File: src/rtl/ex_muldiv_pkg.sv
// Shared types for the EX-stage multiply/divide unit: op codes, FSM states, iteration count.
// Pure declarations, no logic; imported by ex_muldiv.
package ex_muldiv_pkg;

  localparam int MD_ITER  = 32;
  localparam int MD_CNT_W = $clog2(MD_ITER);

  typedef enum logic [2:0] {
    MD_NONE  = 3'd0,
    MD_MULT  = 3'd1,
    MD_MULTU = 3'd2,
    MD_DIV   = 3'd3,
    MD_DIVU  = 3'd4,
    MD_MTHI  = 3'd5,
    MD_MTLO  = 3'd6
  } md_op_t;

  typedef enum logic [1:0] {
    IDLE = 2'd0,
    PREP = 2'd1,
    CALC = 2'd2,
    FIX  = 2'd3
  } md_state_t;

  // Ops that occupy the unit for the full iterative sequence.
  function automatic logic md_is_iter(md_op_t op);
    return op inside {MD_MULT, MD_MULTU, MD_DIV, MD_DIVU};
  endfunction

  function automatic logic md_is_signed(md_op_t op);
    return op inside {MD_MULT, MD_DIV};
  endfunction

  function automatic logic md_is_div(md_op_t op);
    return op inside {MD_DIV, MD_DIVU};
  endfunction

endpackage

File: src/rtl/md_abs_neg.sv
// Conditional two's-complement negate: res = neg ? -val : val. Combinational, zero latency.
// Used both for operand magnitudes (neg = sign bit) and for result sign correction.
module md_abs_neg #(
  parameter int W = 32
) (
  input  logic [W-1:0] val,
  input  logic         neg,
  output logic [W-1:0] res
);

  always_comb begin
    res = neg ? (~val + W'(1)) : val;
  end

endmodule

File: src/rtl/ex_muldiv.sv
// Iterative MULT/MULTU/DIV/DIVU (one bit per cycle) owning HI/LO; MTHI/MTLO write in one cycle.
// Latency: accept T, PREP T+1, CALC T+2..T+33, FIX T+34; stall_req holds the pipeline until FIX ends.
module ex_muldiv
  import ex_muldiv_pkg::*;
#(
  parameter int DATA_W = 32
) (
  input  logic              clk,
  input  logic              rst,
  input  logic              md_valid,
  input  logic [2:0]        md_op,
  input  logic [DATA_W-1:0] src_a,
  input  logic [DATA_W-1:0] src_b,
  input  logic              flush,
  output logic              busy,
  output logic              stall_req,
  output logic              done,
  output logic [DATA_W-1:0] hi,
  output logic [DATA_W-1:0] lo
);

  md_state_t             state, state_nxt;
  md_op_t                op_in, op_q;
  logic [DATA_W-1:0]     a_q, b_q, mag_op;
  logic [2*DATA_W-1:0]   acc;
  logic [MD_CNT_W-1:0]   cnt;
  logic                  res_neg, dvd_neg;
  logic [DATA_W-1:0]     hi_q, lo_q;
  logic                  accept;

  logic [DATA_W-1:0]     mag_a, mag_b;
  logic [2*DATA_W-1:0]   prod_fix;
  logic [DATA_W-1:0]     quot_fix, rem_fix;
  logic [DATA_W:0]       mul_sum, rem_sh, trial;
  logic [2*DATA_W-1:0]   mul_nxt, div_nxt, fix_res;

  assign op_in  = md_op_t'(md_op);
  assign accept = (state == IDLE) && md_valid && !flush;
  assign hi     = hi_q;
  assign lo     = lo_q;

  md_abs_neg #(.W(DATA_W)) u_abs_a (
    .val (a_q),
    .neg (md_is_signed(op_q) && a_q[DATA_W-1]),
    .res (mag_a)
  );

  md_abs_neg #(.W(DATA_W)) u_abs_b (
    .val (b_q),
    .neg (md_is_signed(op_q) && b_q[DATA_W-1]),
    .res (mag_b)
  );

  md_abs_neg #(.W(2*DATA_W)) u_fix_prod (
    .val (acc),
    .neg (res_neg),
    .res (prod_fix)
  );

  md_abs_neg #(.W(DATA_W)) u_fix_quot (
    .val (acc[DATA_W-1:0]),
    .neg (res_neg),
    .res (quot_fix)
  );

  md_abs_neg #(.W(DATA_W)) u_fix_rem (
    .val (acc[2*DATA_W-1:DATA_W]),
    .neg (dvd_neg),
    .res (rem_fix)
  );

  // Shift-add multiply: the 33-bit sum keeps the carry, which shifts into the top bit.
  always_comb begin
    mul_sum = {1'b0, acc[2*DATA_W-1:DATA_W]} + {1'b0, mag_op};
    mul_nxt = acc[0] ? {mul_sum, acc[DATA_W-1:1]} : {1'b0, acc[2*DATA_W-1:1]};
  end

  // Restoring divide: the shifted remainder is < 2*divisor, so bit DATA_W of trial is its sign.
  always_comb begin
    rem_sh  = acc[2*DATA_W-1:DATA_W-1];
    trial   = rem_sh - {1'b0, mag_op};
    div_nxt = trial[DATA_W] ? {acc[2*DATA_W-2:0], 1'b0}
                            : {trial[DATA_W-1:0], acc[DATA_W-2:0], 1'b1};
  end

  always_comb begin
    if (!md_is_div(op_q))
      fix_res = prod_fix;
    else if (b_q == '0)
      fix_res = {a_q, {DATA_W{1'b1}}};
    else
      fix_res = {rem_fix, quot_fix};
  end

  always_ff @(posedge clk or negedge rst) begin
    if (!rst)
      state <= IDLE;
    else
      state <= state_nxt;
  end

  always_comb begin
    state_nxt = state;
    case (state)
      IDLE:    if (accept && md_is_iter(op_in)) state_nxt = PREP;
      PREP:    state_nxt = CALC;
      CALC:    if (cnt == '0) state_nxt = FIX;
      FIX:     state_nxt = IDLE;
      default: state_nxt = IDLE;
    endcase
    if (flush && state != IDLE)
      state_nxt = IDLE;
  end

  always_comb begin
    busy      = (state != IDLE);
    done      = (state == FIX) && !flush;
    stall_req = busy || (md_valid && !flush && md_is_iter(op_in));
  end

  always_ff @(posedge clk or negedge rst) begin
    if (!rst) begin
      op_q    <= MD_NONE;
      a_q     <= '0;
      b_q     <= '0;
      mag_op  <= '0;
      acc     <= '0;
      cnt     <= '0;
      res_neg <= 1'b0;
      dvd_neg <= 1'b0;
      hi_q    <= '0;
      lo_q    <= '0;
    end else begin
      case (state)
        IDLE: begin
          if (accept) begin
            case (op_in)
              MD_MTHI: hi_q <= src_a;
              MD_MTLO: lo_q <= src_a;
              MD_MULT, MD_MULTU, MD_DIV, MD_DIVU: begin
                op_q <= op_in;
                a_q  <= src_a;
                b_q  <= src_b;
              end
              default: ;
            endcase
          end
        end
        PREP: begin
          res_neg <= md_is_signed(op_q) && (a_q[DATA_W-1] ^ b_q[DATA_W-1]);
          dvd_neg <= md_is_signed(op_q) && a_q[DATA_W-1];
          cnt     <= MD_CNT_W'(MD_ITER - 1);
          if (md_is_div(op_q)) begin
            acc    <= {{DATA_W{1'b0}}, mag_a};
            mag_op <= mag_b;
          end else begin
            acc    <= {{DATA_W{1'b0}}, mag_b};
            mag_op <= mag_a;
          end
        end
        CALC: begin
          acc <= md_is_div(op_q) ? div_nxt : mul_nxt;
          cnt <= cnt - MD_CNT_W'(1);
        end
        FIX: begin
          if (!flush)
            {hi_q, lo_q} <= fix_res;
        end
        default: ;
      endcase
    end
  end

endmodule

File: config.mk
export PLATFORM = sky130hd
export DESIGN_NAME = ex_muldiv
export DESIGN_NICKNAME = d
export VERILOG_FILES = /design/src/rtl/ex_muldiv_pkg.sv /design/src/rtl/md_abs_neg.sv /design/src/rtl/ex_muldiv.sv
export SDC_FILE = /design/constraint.sdc
export NUM_CORES = 1
export LEC_CHECK = 0
export CAP_MARGIN = 25
export CORE_MARGIN = 4
export CORE_UTILIZATION = 60
export CTS_CLUSTER_SIZE = 25
export DETAILED_ROUTE_END_ITERATION = 8
export GPL_ROUTABILITY_DRIVEN = 0
export PLACE_DENSITY = 0.81
export SLEW_MARGIN = 0
export SYNTH_ARGS = -nofsm -noshare
export SYNTH_HDL_FRONTEND = slang
export SYNTH_SLANG_ARGS = --single-unit
File: constraint.sdc
create_clock -name clk -period 4.5 [get_ports clk]
set_clock_uncertainty 0.2 [all_clocks]
set_input_delay 1.35 -clock clk [delete_from_list [all_inputs] [get_ports clk]]
set_output_delay 1.35 -clock clk [all_outputs]
set_load 0.005 [all_outputs]
==> out/metrics.yaml, run 1 <==
setup_path:
  arrival_ns: 2.83
  cp-end-kind: "output port"
  worstSetupStartpointType: "input pin"
  critPathMaxFanout: 2
  cp.required_ns: 2.95
  critPathKind: "input pin to output port"
sta:
  finalCritPeriodShare_pct: 97.3
  finalMaxSlewViolations: 0
  tightest_slew_ns: 0.956
  period_needed_ns: 4.38
  tns_ns: 0
  setup_viol: 0
  hold_viol: 0
  max_slew_margin_pct: 36.1
  rsz0062_at_grt: "no"
  fmax_mhz: 228
  holdWs_ns: 0.283
synth:
  yosysWarnings: 0
  synthArstFlopShare_pct: 100
  ys_seq_elements: 236
  netlist_area_mm2: 0.0184
  syn_inst: 2291
  syn_nets: 2438
  synth_edf_count: 0
  synthFlopType: "dfrtp_1"
  yosysUniqueCellTypes: 77
  avgSynthCellArea_um2: 8.05
  synth_seq_area_share_pct: 32.0
detailed_routing:
  wirelength_mm: 63.3
  initialDrtViolationCount: 2412
  drt_first_pass_iters: 8
  via_per_inst: 6.81
  wl_per_cell_um: 23.0
  ant_nets: 0
  drc_errors: 0
  vias: 18700
grt:
  grt_pass1_wl_mm: 98.4
  antenna_found_initial: 0
  overflow: 0
  grt_max_degree: 96
  grt_pass1_vias: 17800
  grt_use_total_pct: 36.5
die:
  dieArea_mm2: 0.0336
  core_area_mm2: 0.0300
  ios: 138
  die_w_um: 183
  rows: 63
  initial_utilization_pct: 61.6
  die_h_um: 183
finish:
  most-common-layout-cells: "nand2_1, dfrtp_1, o21ai_0"
  area_growth_pct: 14.4
  final_util_pct: 70.4
  final_nets: 2489
  final_common_cell: "nand2_1"
  fin_cells: 2751
  drive_gt1_share_pct: 8.47
  num_antenna_cells: 0
power:
  p_leak_nw: 8.91
  peakVddDrop_uv: 735
  p_per_area_mw_per_mm2: 938
outcome:
  status: "complete, no violations"
min_path:
  hp-class: "flop to flop"
clock_tree:
  htreeDepth: 1
  ctsHoldBuffers: 0
  clk_path_buf_depth: 3
  cts_tree: "yes"
  clkTransAtPathRegs_ns: 0.06
  numCtsBuffers: 27
  cts_sinks: 236
  root_buffer: "clkbuf_16"
  insertion_delay_ns: 0.55
placement:
  dp_hpwl_mm: 46.5
  placedCellCount: 2703
  port_buffers: 137
run:
  cap_violations: 0
==> power by group <==
part / internal (mW) / total, mW / switching [mW] / leakage [nW]
logic: 5.00 / 13.0 / 8.05 / 5.58
clock network: 1.38 / 2.30 / 0.925 / 0.433
registers: 3.13 / 4.43 / 1.30 / 2.90
==> worst paths after layout <==
check                      slack (ns)  depth (start not counted)    endpoint  startpoint
setup / recovery                 0.12                          6   stall_req    md_op[0]
hold / removal                   0.28                          1      cnt[3]      cnt[3]
setup reg to reg                 0.27                         13     acc[55]     acc[32]
hold reg to reg                  0.28                          1      cnt[3]      cnt[3]
max in group asynchronous        2.60                          2      hi[29]         rst
min in group asynchronous        0.62                          1  mag_op[26]         rst
==> sequential cells by signal, indices dropped and copies added (netlist names) <==
register	flops
res_neg	1
mag_op	32
a_q	32
cnt	5
hi	32
b_q	32
lo	32
op_q	3
dvd_neg	1
state	2
acc	64
==> critical path, cell delays in order <==
cell             delay (ns)
clkdlybuf4s50_1        0.47
nor2_1                 0.06
xnor2_1                0.22
nand3_1                0.14
nand2_1                0.09
clkdlybuf4s50_1        0.50
==> cell type report <==
class	count	area, um2
Multi-Input combinational cell	1806	11600
Fill cell	2289	8860
Sequential cell	236	5910
Timing Repair Buffer	193	1870
Clock buffer	35	736
Tap cell	390	488
Inverter	78	293
Clock inverter	13	178
==> layer usage <==
metal  global-route usage, %  share of wire [%]  routed length [um]  vias up
met4                    21.8                7.4                4700        0
li1                        -                  -                   -     8338
met1                    46.0                 37               23200     8808
met3                    9.08                 12                7330      304
met2                    56.9                 44               28200     1277
met5                       0                  0                   0        -
==> timing repair <==
action,CTS,global route
buffers inserted,0,0
endpoints found under the hold margin,0,0
endpoints found under the setup margin,0,4
gates resized for setup,0,2
==> logic make-up after synthesis <==
kind of cell,after synthesis,share of synthesized area [%]
adders and majority gates,76,5.24
buffers and inverters,249,5.20
xor gates and xnor gates,189,8.98
DFF,236,32.0
muxes,106,6.35
AOI/OAI and AO/OA,743,25.0
and+or+nand+nor,692,17.2
==> stage by stage <==
| stage | area, um2 | setup slack [ns] | power, mW |
|---|---|---|---|
| floorplan | 18400 | 1.07 | 12.8 |
| global placement | 20200 | 0.0829 | 16.5 |
| detailed placement | 20200 | 0.0757 | 16.9 |
| CTS | 21100 | 0.0580 | 19.3 |
| global route | 21100 | 0.0223 | 20.9 |
| finish | 21100 | 0.121 | 19.8 |
==> synthesized netlist by cell type, drive strengths merged (12+ instances only) <==
| library cell | count | area share (%) |
|---|---|---|
| a221oi | 12 | 0.60 |
| mux2i | 36 | 2.0 |
| xnor2 | 109 | 5.2 |
| nor3 | 52 | 1.5 |
| and3 | 12 | 0.41 |
| nor2 | 169 | 3.5 |
| ha | 74 | 5.0 |
| a21oi | 194 | 5.3 |
| o21a | 12 | 0.49 |
| o21ai | 227 | 6.2 |
| o31ai | 23 | 0.94 |
| buf | 38 | 0.90 |
| inv | 78 | 1.6 |
| nor4 | 13 | 0.44 |
| o22ai | 37 | 1.3 |
| a211oi | 43 | 1.8 |
| o221ai | 17 | 0.81 |
| a31oi | 17 | 0.58 |
| o41ai | 14 | 0.67 |
| or4 | 20 | 0.85 |
| a21o | 27 | 1.1 |
| nand3 | 41 | 1.1 |
| clkbuf | 133 | 2.7 |
| xor2 | 80 | 3.8 |
| nand2 | 282 | 5.7 |
| mux2 | 68 | 4.2 |
| o211ai | 57 | 2.3 |
| nand2b | 15 | 0.51 |
| nor2b | 20 | 0.68 |
| or3 | 28 | 0.95 |
| dfrtp | 236 | 32 |
No activity file was read; power rests on OpenSTA's default activity.
==> run 2: changes to the inputs <==
--- a/config.mk
+++ b/config.mk
@@ -6,12 +6,14 @@
 export NUM_CORES = 1
 export LEC_CHECK = 0
 export CAP_MARGIN = 25
+export CELL_PAD_IN_SITES_DETAIL_PLACEMENT = 1
+export CELL_PAD_IN_SITES_GLOBAL_PLACEMENT = 1
 export CORE_MARGIN = 4
-export CORE_UTILIZATION = 60
+export CORE_UTILIZATION = 45
 export CTS_CLUSTER_SIZE = 25
 export DETAILED_ROUTE_END_ITERATION = 8
 export GPL_ROUTABILITY_DRIVEN = 0
-export PLACE_DENSITY = 0.81
+export PLACE_DENSITY_LB_ADDON = 0.1
 export SLEW_MARGIN = 0
 export SYNTH_ARGS = -nofsm -noshare
 export SYNTH_HDL_FRONTEND = slang
==> run 2 against run 1 <==
  * Sequential share of layout area is 0.48 points lower
  * Combinational power is 3% higher
  * Largest power group unchanged
  * Sequential cell count stayed put
  * Via count hardly changed
  * Final cell count is 5.7% higher
  * Register-to-register slack better by 0.02 ns
  * Worst hold slack worse by 0.0065 ns
  * First-iteration DRC count is 26% lower
  * Global-route usage is 3.5 points lower
  * Utilization is 17 points lower
  * Clock power is 8% higher
==> out/metrics.yaml, run 2 (synthesis results as in run 1) <==
setup_path:
  rr_startpoint: "acc[33]"  # was acc[32]
  reg2reg_slack_ns: 0.29  # was 0.27 ns
  worstSetupStartpointType: "input pin"  # unchanged
  crit_end: "stall_req"  # unchanged
  crit_start: "md_op[1]"  # was md_op[0]
  cp.required_ns: 2.95  # about the same
  cp-end-kind: "output port"  # unchanged
  arrival_ns: 2.86  # was 2.83 ns
  critPathKind: "input pin to output port"  # unchanged
  reg2regPathDepth: 13  # unchanged
  timing.rr.end: "acc[55]"  # unchanged
  critPathMaxFanout: 2  # unchanged
grt:
  grt_max_degree: 83  # was 96
  antenna_found_initial: 1  # was 0
  grt_use_total_pct: 33.0  # was 36.5%
  overflow: 0  # unchanged
  grt_pass1_wl_mm: 115  # was 98.4 mm
  grt_pass1_vias: 18800  # was 17800
sta:
  fmax_mhz: 227  # was 228 MHz
  max_slew_margin_pct: 26.9  # was 36.1%
  hold_viol: 0  # unchanged
  finalCritPeriodShare_pct: 97.9  # was 97.3%
  rsz0062_at_grt: "no"  # unchanged
  finalMaxSlewViolations: 0  # unchanged
  setup_viol: 0  # unchanged
  tightest_slew_ns: 1.10  # was 0.956 ns
  period_needed_ns: 4.41  # was 4.38 ns
power:
  p_leak_nw: 9.03  # was 8.91 nW
  peakVddDrop_uv: 405  # was 735 uV
  p_per_area_mw_per_mm2: 954  # was 938 mW/mm2
finish:
  final_nets: 2509  # was 2489
  area_growth_pct: 16.4  # was 14.4%
  num_antenna_cells: 0  # unchanged
  final_util_pct: 53.5  # was 70.4%
  drive_gt1_share_pct: 9.44  # was 8.47%
  final_common_cell: "nand2_1"  # unchanged
  largest_register_ffs: 64  # unchanged
  most-common-layout-cells: "nand2_1, dfrtp_1, o21ai_0"  # unchanged
  fin_cells: 2908  # was 2751
  post-route-cell-area_mm2: 0.0215  # was 0.0211 mm2
  top_register: "acc"  # unchanged
clock_tree:
  cts_tree: "yes"  # unchanged
  cts_sinks: 236  # unchanged
  insertion_delay_ns: 0.59  # was 0.55 ns
  root_buffer: "clkbuf_16"  # unchanged
  htreeDepth: 1  # unchanged
  ctsHoldBuffers: 0  # unchanged
  numCtsBuffers: 28  # was 27
  postCtsSetupBuffers: 0  # unchanged
  clk_path_buf_depth: 3  # unchanged
  clkTransAtPathRegs_ns: 0.06  # about the same
die:
  die_h_um: 210  # was 183 um
  dieArea_mm2: 0.0443  # was 0.0336 mm2
  core_area_mm2: 0.0401  # was 0.0300 mm2
  ios: 138  # unchanged
  initial_utilization_pct: 46.0  # was 61.6%
  die_w_um: 210  # was 183 um
  rows: 73  # was 63
run:
  cap_violations: 0  # unchanged
detailed_routing:
  wl_per_cell_um: 26.0  # was 23.0 um
  drc_errors: 0  # unchanged
  wirelength_mm: 75.6  # was 63.3 mm
  via_per_inst: 6.44  # was 6.81
  ant_nets: 0  # unchanged
  vias: 18700  # about the same
  drt_first_pass_iters: 6  # was 8
  initialDrtViolationCount: 1776  # was 2412
outcome:
  status: "complete, no violations"  # unchanged
placement:
  place_area_mm2: 0.0204  # was 0.0202 mm2
  port_buffers: 137  # unchanged
  dp_hpwl_mm: 57.0  # was 46.5 mm
  placedCellCount: 2857  # was 2703
min_path:
  hp-class: "flop to flop"  # unchanged
[run 2: cell types whose count changed in the layout (fill, tap and decap cells not counted), sizes merged]
cell           before  now
buf                57   76
clkbuf             35   38
clkdlybuf4s50     135  136
clkinv              4    5
clkinvlp            5    4
dlymetal6s2s        1    0
[run 2: final cells by class]
| cell class | count | area, um2 |
|---|---|---|
| Clock inverter | 13 | 200 |
| Timing Repair Buffer | 212 | 1980 |
| Tap cell | 525 | 657 |
| Multi-Input combinational cell | 1806 | 11600 |
| Fill cell | 4807 | 18600 |
| Clock buffer | 38 | 798 |
| Inverter | 78 | 293 |
| Sequential cell | 236 | 5910 |
[run 2: repair_timing]
| item | 4_1_cts | 5_1_grt |
|---|---|---|
| endpoints found under the setup margin | 1 | 1 |
| gates resized for setup | 1 | 1 |
| pin swaps | 0 | 1 |
[run 2: worst min path at each step]
| stage | from | end | slack [ns] | cells past startpoint |
|---|---|---|---|---|
| floorplan | cnt[3] | cnt[3] | 0.25 | 1 |
| global placement | lo[17] | lo[17] | 0.26 | 2 |
| detailed placement | lo[9] | lo[9] | 0.27 | 2 |
| CTS | lo[9] | lo[9] | 0.28 | 2 |
| global route | lo[15] | lo[15] | 0.31 | 2 |
| finish | lo[26] | lo[26] | 0.28 | 2 |
[run 2: per-stage QoR]
stage               worst slack (ns)  TNS (ns)  power, mW  hold WS (ns)
floorplan                       1.07         0       12.8         0.251
global placement            -0.00327  -0.00327       17.1         0.264
detailed placement           -0.0288   -0.0288       17.5         0.271
CTS                           0.0320         0       20.2         0.285
global route                 0.00937         0       21.8         0.307
finish                        0.0937         0       20.5         0.276
[run 2: routing by layer]
| layer | routed length [um] | vias to the layer above | track usage, % |
|---|---|---|---|
| li1 | - | 8399 | - |
| met2 | 34100 | 736 | 52.4 |
| met3 | 5480 | 167 | 4.85 |
| met4 | 3690 | 0 | 13.7 |
| met5 | 0 | - | 0 |
| met1 | 32300 | 9437 | 45.4 |
[run 2: power by group]
part | switching (mW) | total (mW) | internal [mW] | leakage (nW)
logic | 8.38 | 13.4 | 5.06 | 5.66
registers | 1.40 | 4.53 | 3.13 | 2.90
clock network | 1.02 | 2.49 | 1.48 | 0.477
[run 2: worst max-delay path, cell delays in order]
cell and delay, ns:
clkdlybuf4s50_1 0.51, nor2_2 0.06, xnor2_2 0.18, nand3_1 0.13
nand2_1 0.12, clkdlybuf4s50_1 0.52
==> run 3: changes to the inputs <==
--- a/config.mk
+++ b/config.mk
@@ -5,6 +5,7 @@
 export SDC_FILE = /design/constraint.sdc
 export NUM_CORES = 1
 export LEC_CHECK = 0
+export ABC_CLOCK_PERIOD_IN_PS = 4500
 export CAP_MARGIN = 25
 export CELL_PAD_IN_SITES_DETAIL_PLACEMENT = 1
 export CELL_PAD_IN_SITES_GLOBAL_PLACEMENT = 1
==> results of run 3 <==
Same layout as run 2: the final DEF is identical, and so are final timing and power.
